### src/rtl/rtc_bus_scheduler.sv
// rtc_bus_scheduler: sweeps the six RTC time/date registers and slots user writes in ahead of reads.
module rtc_bus_scheduler #(
  parameter int REFRESH_CYCLES = 100000,
  parameter int TIMEOUT_CYCLES = 1024
) (
  input  logic       Clock,
  input  logic       Reset,
  input  logic       Habilitar,
  input  logic       wr_req,
  input  logic [7:0] wr_addr,
  input  logic [7:0] wr_data,
  output logic       wr_ack,
  output logic       bus_start_rd,
  output logic       bus_start_wr,
  output logic [7:0] bus_addr,
  output logic [7:0] bus_wdata,
  input  logic       bus_done,
  input  logic [7:0] bus_rdata,
  output logic [7:0] seg,
  output logic [7:0] min,
  output logic [7:0] hora,
  output logic [7:0] dia,
  output logic [7:0] mes,
  output logic [7:0] anio,
  output logic       datos_validos,
  output logic       error
);
  localparam int RW = $clog2(REFRESH_CYCLES);
  localparam int TW = $clog2(TIMEOUT_CYCLES + 1);
  localparam logic [RW-1:0] RELOAD = RW'(REFRESH_CYCLES - 1);
  localparam logic [TW-1:0] TLAST = TW'(TIMEOUT_CYCLES - 1);
  localparam logic [2:0] IDLE     = 3'd0;
  localparam logic [2:0] ISSUE_WR = 3'd1;
  localparam logic [2:0] WAIT_WR  = 3'd2;
  localparam logic [2:0] ISSUE_RD = 3'd3;
  localparam logic [2:0] WAIT_RD  = 3'd4;
  localparam logic [2:0] NEXT     = 3'd5;
  logic [2:0] state;
  logic [2:0] idx;
  logic [RW-1:0] refresh_cnt;
  logic [TW-1:0] tmo;
  logic sweep_pend;
  logic active;
  logic tick;
  logic take;
  logic issue_wr;
  logic tmo_hit;
  logic [7:0] rd_addr;
  assign tick = Habilitar && refresh_cnt == '0;
  assign issue_wr = wr_req && (state == IDLE || state == NEXT);
  assign take = state == IDLE && !wr_req && !active && sweep_pend;
  assign tmo_hit = tmo == TLAST;
  // idx is held at 0 whenever no sweep is active, so a fresh sweep starts at 0x21
  assign rd_addr = 8'h21 + {5'd0, idx};
  always_ff @(posedge Clock or posedge Reset) begin
    if (Reset) begin
      state <= IDLE;
      idx <= '0;
      refresh_cnt <= RELOAD;
      tmo <= '0;
      sweep_pend <= 1'b0;
      active <= 1'b0;
      wr_ack <= 1'b0;
      bus_start_rd <= 1'b0;
      bus_start_wr <= 1'b0;
      bus_addr <= 8'h00;
      bus_wdata <= 8'h00;
      seg <= 8'h00;
      min <= 8'h00;
      hora <= 8'h00;
      dia <= 8'h00;
      mes <= 8'h00;
      anio <= 8'h00;
      datos_validos <= 1'b0;
      error <= 1'b0;
    end else begin
      refresh_cnt <= (!Habilitar || tick) ? RELOAD : refresh_cnt - RW'(1);
      sweep_pend <= Habilitar && (tick || (sweep_pend && !take));
      wr_ack <= 1'b0;
      bus_start_rd <= 1'b0;
      bus_start_wr <= 1'b0;
      datos_validos <= 1'b0;
      if (issue_wr) begin
        bus_addr <= wr_addr;
        bus_wdata <= wr_data;
        bus_start_wr <= 1'b1;
        state <= ISSUE_WR;
      end else begin
        case (state)
          // an interrupted sweep resumes before a queued one is consumed
          IDLE: if (active || sweep_pend) begin
            active <= 1'b1;
            bus_addr <= rd_addr;
            bus_start_rd <= 1'b1;
            state <= ISSUE_RD;
          end
          ISSUE_WR: begin
            tmo <= '0;
            state <= WAIT_WR;
          end
          ISSUE_RD: begin
            tmo <= '0;
            state <= WAIT_RD;
          end
          WAIT_WR: if (bus_done || tmo_hit) begin
            wr_ack <= 1'b1;
            error <= error | !bus_done;
            state <= IDLE;
          end else tmo <= tmo + TW'(1);
          WAIT_RD: if (bus_done) begin
            case (idx)
              3'd0: seg <= bus_rdata;
              3'd1: min <= bus_rdata;
              3'd2: hora <= bus_rdata;
              3'd3: dia <= bus_rdata;
              3'd4: mes <= bus_rdata;
              default: anio <= bus_rdata;
            endcase
            if (idx == 3'd5) begin
              datos_validos <= 1'b1;
              error <= 1'b0;
              active <= 1'b0;
              idx <= '0;
              state <= IDLE;
            end else begin
              idx <= idx + 3'd1;
              state <= NEXT;
            end
          end else if (tmo_hit) begin
            error <= 1'b1;
            active <= 1'b0;
            idx <= '0;
            state <= IDLE;
          end else tmo <= tmo + TW'(1);
          NEXT: begin
            bus_addr <= rd_addr;
            bus_start_rd <= 1'b1;
            state <= ISSUE_RD;
          end
          default: state <= IDLE;
        endcase
      end
    end
  end
endmodule

### config.mk
export PLATFORM = sky130hd
export DESIGN_NAME = rtc_bus_scheduler
export DESIGN_NICKNAME = d
export VERILOG_FILES = /design/src/rtl/rtc_bus_scheduler.sv
export SDC_FILE = /design/constraint.sdc
export NUM_CORES = 1
export LEC_CHECK = 0
export CORE_MARGIN = 2
export CORE_UTILIZATION = 55
export CTS_BUF_LIST = sky130_fd_sc_hd__clkbuf_2 sky130_fd_sc_hd__clkbuf_4 sky130_fd_sc_hd__clkbuf_8
export DETAILED_ROUTE_END_ITERATION = 7
export DONT_BUFFER_PORTS = 1
export HOLD_SLACK_MARGIN = 0.02
export PLACE_DENSITY = 0.7
export SETUP_SLACK_MARGIN = 0.3
export SLEW_MARGIN = 5
export SYNTH_ARGS = -nofsm -noshare
export SYNTH_HDL_FRONTEND = slang
export SYNTH_SLANG_ARGS = --single-unit
### constraint.sdc
create_clock -name Clock -period 6.8 [get_ports Clock]
set_input_delay 1.02 -clock Clock [delete_from_list [all_inputs] [get_ports Clock]]
set_output_delay 1.02 -clock Clock [all_outputs]
set_load 0.02 [all_outputs]
# After elaboration in Yosys (flattened, before gate mapping)

Cells that the tools add are included.
W data, S select, Z words.

Flip-flop bits (word level): 105
Bits in latches: 0
Memory bits (writable): 0
Memory bits (read-only): 0
Input port bits: 29
Output and inout port bits: 69
Word-level logic and storage cells: 123
Memories: 0

Add/sub/neg operators: 4
$mul: 0
Div/mod/pow operators: 0
$lt $le $gt $ge: 0
Eq/ne operators: 21
Shift-type cells: 0
Multiplexer cells: 37
Bitwise gates (word level): 3
Reductions and logical operators: 39

Operators by type and width:

| kind                    | number |
|---|---|
| $mux W11                | 3 |
| $pmux W11 S3            | 1 |
| $mux W3                 | 8 |
| $reduce_and A4 Y1       | 6 |
| $pmux W3 S6             | 1 |
| $logic_not A17 Y1       | 1 |
| $mux W1                 | 17 |
| $mux W17                | 1 |
| $sub A17 B1 Y17 const B | 1 |
| $mux W8                 | 2 |
| $pmux W8 S2             | 1 |
| $reduce_and A5 Y1       | 3 |
| $eq A3 B2 Y1 const B    | 4 |
| $eq A3 B3 Y1 const B    | 4 |
| $add A11 B1 Y11 const B | 1 |
| $eq A11 B10 Y1 const B  | 1 |
| $ne A3 B3 Y1 const B    | 3 |
| $ne A2 B2 Y1 const B    | 4 |
| $add A6 B3 Y7 const A   | 1 |
| $logic_and A1 B1 Y1     | 7 |
| $eq A3 B1 Y1 const B    | 2 |
| $logic_not A3 Y1        | 2 |
| $pmux W1 S2             | 3 |
| $reduce_and A3 Y1       | 2 |
| other kinds (13)        | 25 |

# Logic depth before layout (Yosys ltp)

Gate-level depths: netlist (run 1).

Depth in word-level cells: 8
Mapped depth: 7
Gate-level depth less buffers: 6

# Least setup slack after synthesis (run 1)

Ideal clock, no wire load.

Kind: input -> register
Start point: input port bus_done
End point: register tmo[8]
Setup time: 137 ps
Arrival: 2061 ps
Data required time: 6663 ps
Slack: 4602 ps
Stages on the path: 5
Path buffers: 1
Cell sequence: buf_2 > or2b_1 > a21oi_1 > a2bb2oi_1 > a31oi_1

Word-level cells in the longest chain between the ends: 3
Elaborated cells between the ends (all ways): 4
Classes of those cells: eq/ne (2); reduce/logical (2)

Ends and longest elaborated chain:

| what                          | line | source |
|---|---|---|
| start, declared               | 17   | `input logic bus_done,` |
| $logic_or A1 B1 Y1            | 105  | `WAIT_WR: if (bus_done \|\| tmo_hit) begin` |
| $ne A2 B2 Y1 (no line)        | -    |  |
| $reduce_and A5 Y1 (no line) * | -    |  |
| end signal, assigned          | 109  | `end else tmo <= tmo + TW'(1);` |
| end signal, assigned          | 134  | `end else tmo <= tmo + TW'(1);` |
| end, declared                 | 41   | `logic [TW-1:0] tmo;` |

Every way passes the cells marked *; elsewhere a longest branch is shown, timed or not.
A chain may end at the register's enable or synchronous reset.

# Final worst setup path (run 1)

Start point: register state[1]
End point: register mes[3]

Word-level cells in the longest chain between the ends: 5
Elaborated cells between the ends (all ways): 7
Classes of those cells: eq/ne (2); bitwise (1); reduce/logical (4)

Ends and longest elaborated chain:

| what                                                    | line | source |
|---|---|---|
| start, declared                                         | 38   | `logic [2:0] state;` |
| start signal, assigned                                  | 57   | `state <= IDLE;` |
| start signal, assigned                                  | 87   | `state <= ISSUE_WR;` |
| start signal, assigned                                  | 95   | `state <= ISSUE_RD;` |
| $eq A3 B3 Y1 / $logic_not A3 Y1 (equally long branches) | 50   | `assign issue_wr = wr_req && (state == IDLE \|\| state == NEXT);` |
| $logic_or A1 B1 Y1                                      | 50   |  |
| $logic_and A1 B1 Y1                                     | 50   |  |
| $not A1 Y1 (no line)                                    | -    |  |
| $reduce_and A4 Y1 (no line) *                           | -    |  |
| end signal, assigned                                    | 116  | `3'd4: mes <= bus_rdata;` |
| end, declared                                           | 23   | `output logic [7:0] mes,` |

Marks and branches as above.

==> impl_metrics.yaml, run 1 <==
grt:
  grt_pass1_vias: 2857
  grt_max_degree: 64
  antenna_found_initial: 0
  track_usage: 0.206
  grt_overflow: 0
  grt_pass1_wl_um: 14300
synth:
  synth_edf_count: 0
  synth_simple_gate_area_share: 0.125
  synth_top_family_by_area: "multiplexers"
  yosysSeqAreaShare: 0.572
  async_reset_ff_frac: 1.00
  synthCells: 374
  synth_compound_area_frac: 0.0864
  synth_flop_cell: "dfrtp_1"
  synthMuxAreaShare: 0.146
  synth_xor_area_frac: 0.0265
  synth_top_cell_by_area: "dfrtp_1"
  synthAdderAreaFrac: 0.0217
  synth_area_sq_um: 4620
  syn_avg_cell_area_sq_um: 12.4
  synth_top_area_frac: 0.515
  ys_types: 56
  synth_area_leaders: "dfrtp_1, mux2_2, dfstp_2"
  synth_nets: 411
  ys_ff_latch: 105
  ys_warn_count: 0
setup_path:
  worstPathArrival_ns: 2.46
  path_max_fanout: 15
  critPathKind: "register to register"
  reg2regPathDepth: 4
  crit_path_end_kind: "register"
  r2r-start: "state[1]"
  worstSetupStartpointType: "register"
  critical_path_required_ns: 7.05
  worst_r2r_endpoint: "mes[3]"
  rrSetupSlack_ns: 4.60
job:
  cap_violations: 0
sta:
  finClkSkew_ns: 0.0131
  maxSlewViolCount: 0
  period_minus_slack_ns: 2.20
  fmax_mhz: 454
  slew_headroom: 0.370
  rsz0062_at_grt: "false"
  period_share: 0.324
  hold_viol: 0
  worst-slew-pin-transition_ns: 0.937
  setup_viol: 0
  setup-tns-final_ns: 0
power:
  power_mw: 1.92
  power_frac_clock: 0.207
  leakagePower_nw: 2.18
  cellPowerDensity_nw_per_um2: 390
  switchingPower_mw: 0.736
  vdd_drop_max_uv: 255
  p_int_mw: 1.18
  swShare: 0.383
  comb_power_share: 0.202
  p_seq_frac: 0.591
place:
  placed_area_sq_um: 4710
  place_congestion: 0.816
  dp_cells: 471
  numPortBuffers: 0
  dp_hpwl_um: 6370
finish:
  antenna_cells: 0
  stdcell_count: 487
  layout_commonest_cell: "dfrtp_1"
  final_cell_mix: "dfrtp_1, mux2_2, nor2_1, nand2_1, inv_1"
  post_route_cells_drive_above_1_share: 0.257
  fillers: 652
  fin_area_sq_um: 4910
  final_net_count: 414
  area_growth_pct: 6.39
hold_path:
  min_path_type: "register to register"
  holdPathEnd: "refresh_cnt[0]"
  hold_depth: 1
  worstHoldStart: "refresh_cnt[0]"
floorplan:
  dieWidth_um: 95.6
  initial_utilization: 0.565
  die_area_sq_um: 9150
  core-area_sq_um: 8180
  ioPinCount: 98
  rows: 33
  die_y_um: 95.6
clock_network:
  cts_tree: "built"
  ctsResizeCount: 0
  htreeDepth: 3
  cts.sinks: 105
  clockBufferDepth: 2
  postCtsSetupRepairBufs: 0
  cts_made_buffers: 9
  clk_pin_slew_worst_paths_ns: 0.10
  clockRootBuffer: "clkbuf_8"
  clk_latency_ns: 0.37
  hold_buffers: 0
detailed_routing:
  finalWirelength_um: 9060
  drt_first_pass_iters: 4
  wire_per_inst_um: 18.6
  drc_errors: 0
  vias_per_cell: 5.98
  drtAntennaViolNets: 0
  vias: 2910
  drtIter0Drc: 119
run_status:
  status: "finished clean"
## worst max path at each step
stage                        start      end  cells past startpoint
after global placement    bus_done  anio[5]                      3
final                     state[1]   mes[3]                      4
after detailed placement  bus_done  anio[2]                      3
after CTS                 state[1]   mes[3]                      4
after global routing      state[1]   mes[0]                      4
after floorplan              Reset   active                      1
## stage by stage
| stage | worst slack, ns | hold slack [ns] | util |
|---|---|---|---|
| CTS | 4.60 | 0.484 | 0.601 |
| finish | 4.60 | 0.481 | 0.601 |
| global route | 4.43 | 0.498 | 0.601 |
| global placement | 4.52 | 0.454 | 0.576 |
| detailed placement | 4.48 | 0.460 | 0.576 |
| floorplan | 3.04 | 0.441 | - |
## power groups by stage
stage | registers (mW) | logic, mW | clock network (mW)
detailed placement | 1.15 | 0.393 | 0
global route | 1.16 | 0.434 | 0.431
global placement | 1.14 | 0.373 | 0
finish | 1.13 | 0.388 | 0.396
CTS | 1.14 | 0.391 | 0.405
floorplan | 1.08 | 0.352 | 0
## registers in the layout, indices dropped and copies added, names as in the netlist, 3 cells and up
register and cells:
refresh_cnt 17, idx 3, tmo 11, min 8, anio 8, seg 8, bus_addr 8, hora 8
state 3, bus_wdata 8, mes 8, dia 8
## worst max-delay path, cell delays in order, from the launching register on
cell     delay [ns]
dfrtp_1        0.56
nor3b_1        0.47
and2_1         0.23
and3_1         0.45
mux2_2         0.39
## synth_stat cells, types with 2 or more instances
library cell / count
nor3b_1: 3
a31oi_1: 2
buf_2: 6
a21oi_1: 9
inv_1: 15
o41ai_1: 2
ha_1: 8
o21ai_0: 12
o21a_1: 4
xor2_1: 9
nand4b_1: 3
nor3_1: 5
a21o_2: 2
or2_2: 3
o31ai_1: 2
a2bb2oi_1: 3
nand4_1: 2
nor4_1: 4
or3_1: 2
mux2i_1: 2
o211ai_1: 2
dfstp_2: 10
o22ai_1: 2
and2_1: 2
nor2b_1: 2
nand3_1: 9
or4_1: 5
mux2_2: 58
xnor2_1: 5
nor4_2: 2
nor2_1: 28
dfrtp_1: 95
nand2_1: 28
o2bb2ai_1: 4
a22o_1: 3
## area by class of cell
| class | count | area [sq um] | share of cell area |
|---|---|---|---|
| multi-input combinational | 245 | 1870 | 0.381 |
| sequential | 105 | 2640 | 0.537 |
| inverter | 15 | 58.8 | 0.0120 |
| clock buffer | 10 | 131 | 0.0267 |
| tap | 105 | 131 | 0.0267 |
| clock inverter | 6 | 75.1 | 0.0153 |
| timing repair buffer | 1 | 7.51 | 0.00153 |
## cell families (layout without fill, tap and decap cells)
logic type                 count (synthesis)  in the layout
AOI/OAI and AO/OA                         56             56
xor gates and xnor gates                  14             14
adders and majority gates                  8              8
buffers and inverters                     24             32
DFF                                      105            105
muxes                                     60             60
and+or+nand+nor                          107            107
## metal layers
layer / wire length, um / GRT usage / part of all wire
met4: 189 / 0.0905 / 0.021
met1: 4010 / 0.285 / 0.44
met5: 0 / 0 / 0
met2: 4170 / 0.305 / 0.46
met3: 696 / 0.0585 / 0.077
(Power assumes the default switching activity.)
==> inputs of run 2 (changes only) <==
clock period = 2.07 ns   (was 6.8 ns; I/O delays follow)
==> run 2 against run 1 <==
  * Count of clock-buffer cells in the layout is 1 lower
  * Sequential power grew to 3.3 times the previous value
  * Sequential share of layout area shrank 3.2 points
  * Cell count up 5.5%
  * Global-route usage rose by 0.45 points
  * Clock power rose to 3.2 times the previous value
  * Sequential cell count unchanged
  * Critical path depth did not move
  * Total power rose to 3.4 times the previous value
  * Largest cell class unchanged
  * Routed wire length up 4.5%
  * Highest routed layer unchanged
  * Maximum frequency is 20% higher
  * Largest power group unchanged
  * First-iteration DRC count up 20%
==> impl_metrics.yaml, run 2 (synthesized netlist as in run 1, its figures left out) <==
setup_path:
  worstPathArrival_ns: 2.08
  crit_chain: "ha_2, ha_4, or4_4, mux2_2"
  crit_buf_inv: 0
  critPathKind: "register to register"
  rrSetupSlack_ns: 0.24
  path_max_fanout: 8
  critical-path-max-stage-delay_ns: 0.61
  critical_path_required_ns: 2.32
  crit_path_end_kind: "register"
  critPathSlowestCell: "or4_4"
  crit_family: "simple AND/OR/NAND/NOR gates"
  worstSetupStartpointType: "register"
detailed_routing:
  met1_length_um: 4180
  drtAntennaViolNets: 0
  topRoutingLayerUsed: "met4"
  dr_wl_met2_um: 4490
  drc_errors: 0
  drtIter0Drc: 143
  drt_first_pass_iters: 4
  vias_per_cell: 5.76
  finalWirelength_um: 9470
  vias: 2959
  wire_per_inst_um: 18.4
  met3_length_um: 713
clock_network:
  cts.sinks: 105
  htreeDepth: 3
  clockRootBuffer: "clkbuf_8"
  clk_pin_slew_worst_paths_ns: 0.11
  clk_latency_ns: 0.37
  cts_tree: "built"
  clockBufferDepth: 2
  cts_made_buffers: 9
finish:
  final_cell_mix: "dfrtp_1, mux2_2, nand2_1, nor2_1, buf_4"
  area_growth_pct: 13.2
  antenna_cells: 0
  regMostFlops: "refresh_cnt"
  final_net_count: 441
  fillers: 641
  fin_area_sq_um: 5230
  largest_reg_flops: 17
  largestRegisters: "refresh_cnt: 17 flops, tmo: 11 flops"
  post_route_cells_drive_above_1_share: 0.352
  layout_commonest_cell: "dfrtp_1"
floorplan:
  core-area_sq_um: 8180
  rows: 33
  die_y_um: 95.6
  die_area_sq_um: 9150
  ioPinCount: 98
  dieWidth_um: 95.6
  initial_utilization: 0.565
sta:
  hold_viol: 0
  setup-tns-final_ns: 0
  worst-slew-pin-transition_ns: 0.686
  finClkSkew_ns: 0.0153
  fmax_mhz: 546
  period_minus_slack_ns: 1.83
  rsz0062_at_grt: "true"
  maxSlewViolCount: 0
  setup_viol: 0
  period_share: 0.885
  slew_headroom: 0.542
hold_path:
  min_path_type: "input pin to register"
grt:
  antenna_found_initial: 0
  grt_max_degree: 35
  track_usage: 0.211
  grt_pass1_vias: 2958
  grt_overflow: 0
  grt_pass1_wl_um: 14800
run_status:
  status: "finished clean"
power:
  leakagePower_nw: 2.31
  vdd_drop_max_uv: 870
  cellPowerDensity_nw_per_um2: 1250
place:
  dp_hpwl_um: 6630
  place_congestion: 0.891
  placed_area_sq_um: 4900
  numPortBuffers: 0
job:
  cap_violations: 0
==> run 2: cell types whose count changed in the layout (fill, tap and decap cells not counted), sizes merged <==
cell,previous run,this run
buf,1,24
bufinv,1,0
clkbuf,10,11
clkinvlp,1,2
dlygate4sd3,0,2
inv,17,18
==> run 2: worst reg2reg max path, stage by stage, from the launching register on <==
cell     delay, ns
dfrtp_1       0.43
ha_2          0.21
ha_4          0.16
or4_4         0.61
mux2_2        0.31
==> run 2: repair_timing <==
item | 4_1_cts | 5_1_grt
setup endpoints to repair | 60 | 78
pin swaps | 2 | 2
gates cloned | 0 | 0
gates resized for setup | 6 | 14
buffers inserted | 1 | 7
endpoints found under the hold margin | 26 | 0
hold buffers | 2 | 0
==> run 2: routing by layer <==
| layer | vias to the layer above | GRT usage |
|---|---|---|
| met5 | - | 0 |
| met4 | 0 | 0.0512 |
| met3 | 9 | 0.0664 |
| met2 | 92 | 0.325 |
| met1 | 1469 | 0.292 |
| li1 | 1389 | - |
==> run 2: worst paths after layout <==
kind,from,end,cells after the start
max in group asynchronous,Reset,idx[0],3
setup reg to reg,idx[1],anio[5],4
min in group asynchronous,Reset,min[0],2
hold reg to reg,refresh_cnt[0],refresh_cnt[0],1
setup / recovery,idx[1],anio[5],4
hold / removal,bus_done,state[1],1
==> run 2: layout make-up <==
| cell class | instances | area, sq um | area share |
|---|---|---|---|
| inverters | 15 | 60.1 | 0.0115 |
| clock inverters | 7 | 80.1 | 0.0153 |
| well taps | 105 | 131 | 0.0251 |
| clock buffers | 9 | 124 | 0.0237 |
| repair buffers | 28 | 235 | 0.0450 |
| flip-flops and latches | 105 | 2640 | 0.505 |
| multi-input cells | 245 | 1960 | 0.374 |
==> run 2: stage by stage <==
stage	total power [mW]	utilization	std cells	setup WS [ns]	hold slack (ns)
6_report	6.55	0.640	514	0.238	0.0534
5_1_grt	6.92	0.640	514	0.195	0.0380
4_1_cts	6.51	0.630	507	0.232	0.0391
3_5_place_dp	5.20	0.600	488	0.131	0.311
3_3_place_gp	5.12	0.600	488	0.197	0.308
2_1_floorplan	4.76	-	374	0.294	0.381
==> run 2: report_power, final <==
group	total (mW)	switching [mW]	leakage, nW	internal (mW)
Combinational	1.58	0.729	0.864	0.849
Sequential	3.71	1.08	1.35	2.63
Clock	1.27	0.783	0.0998	0.484
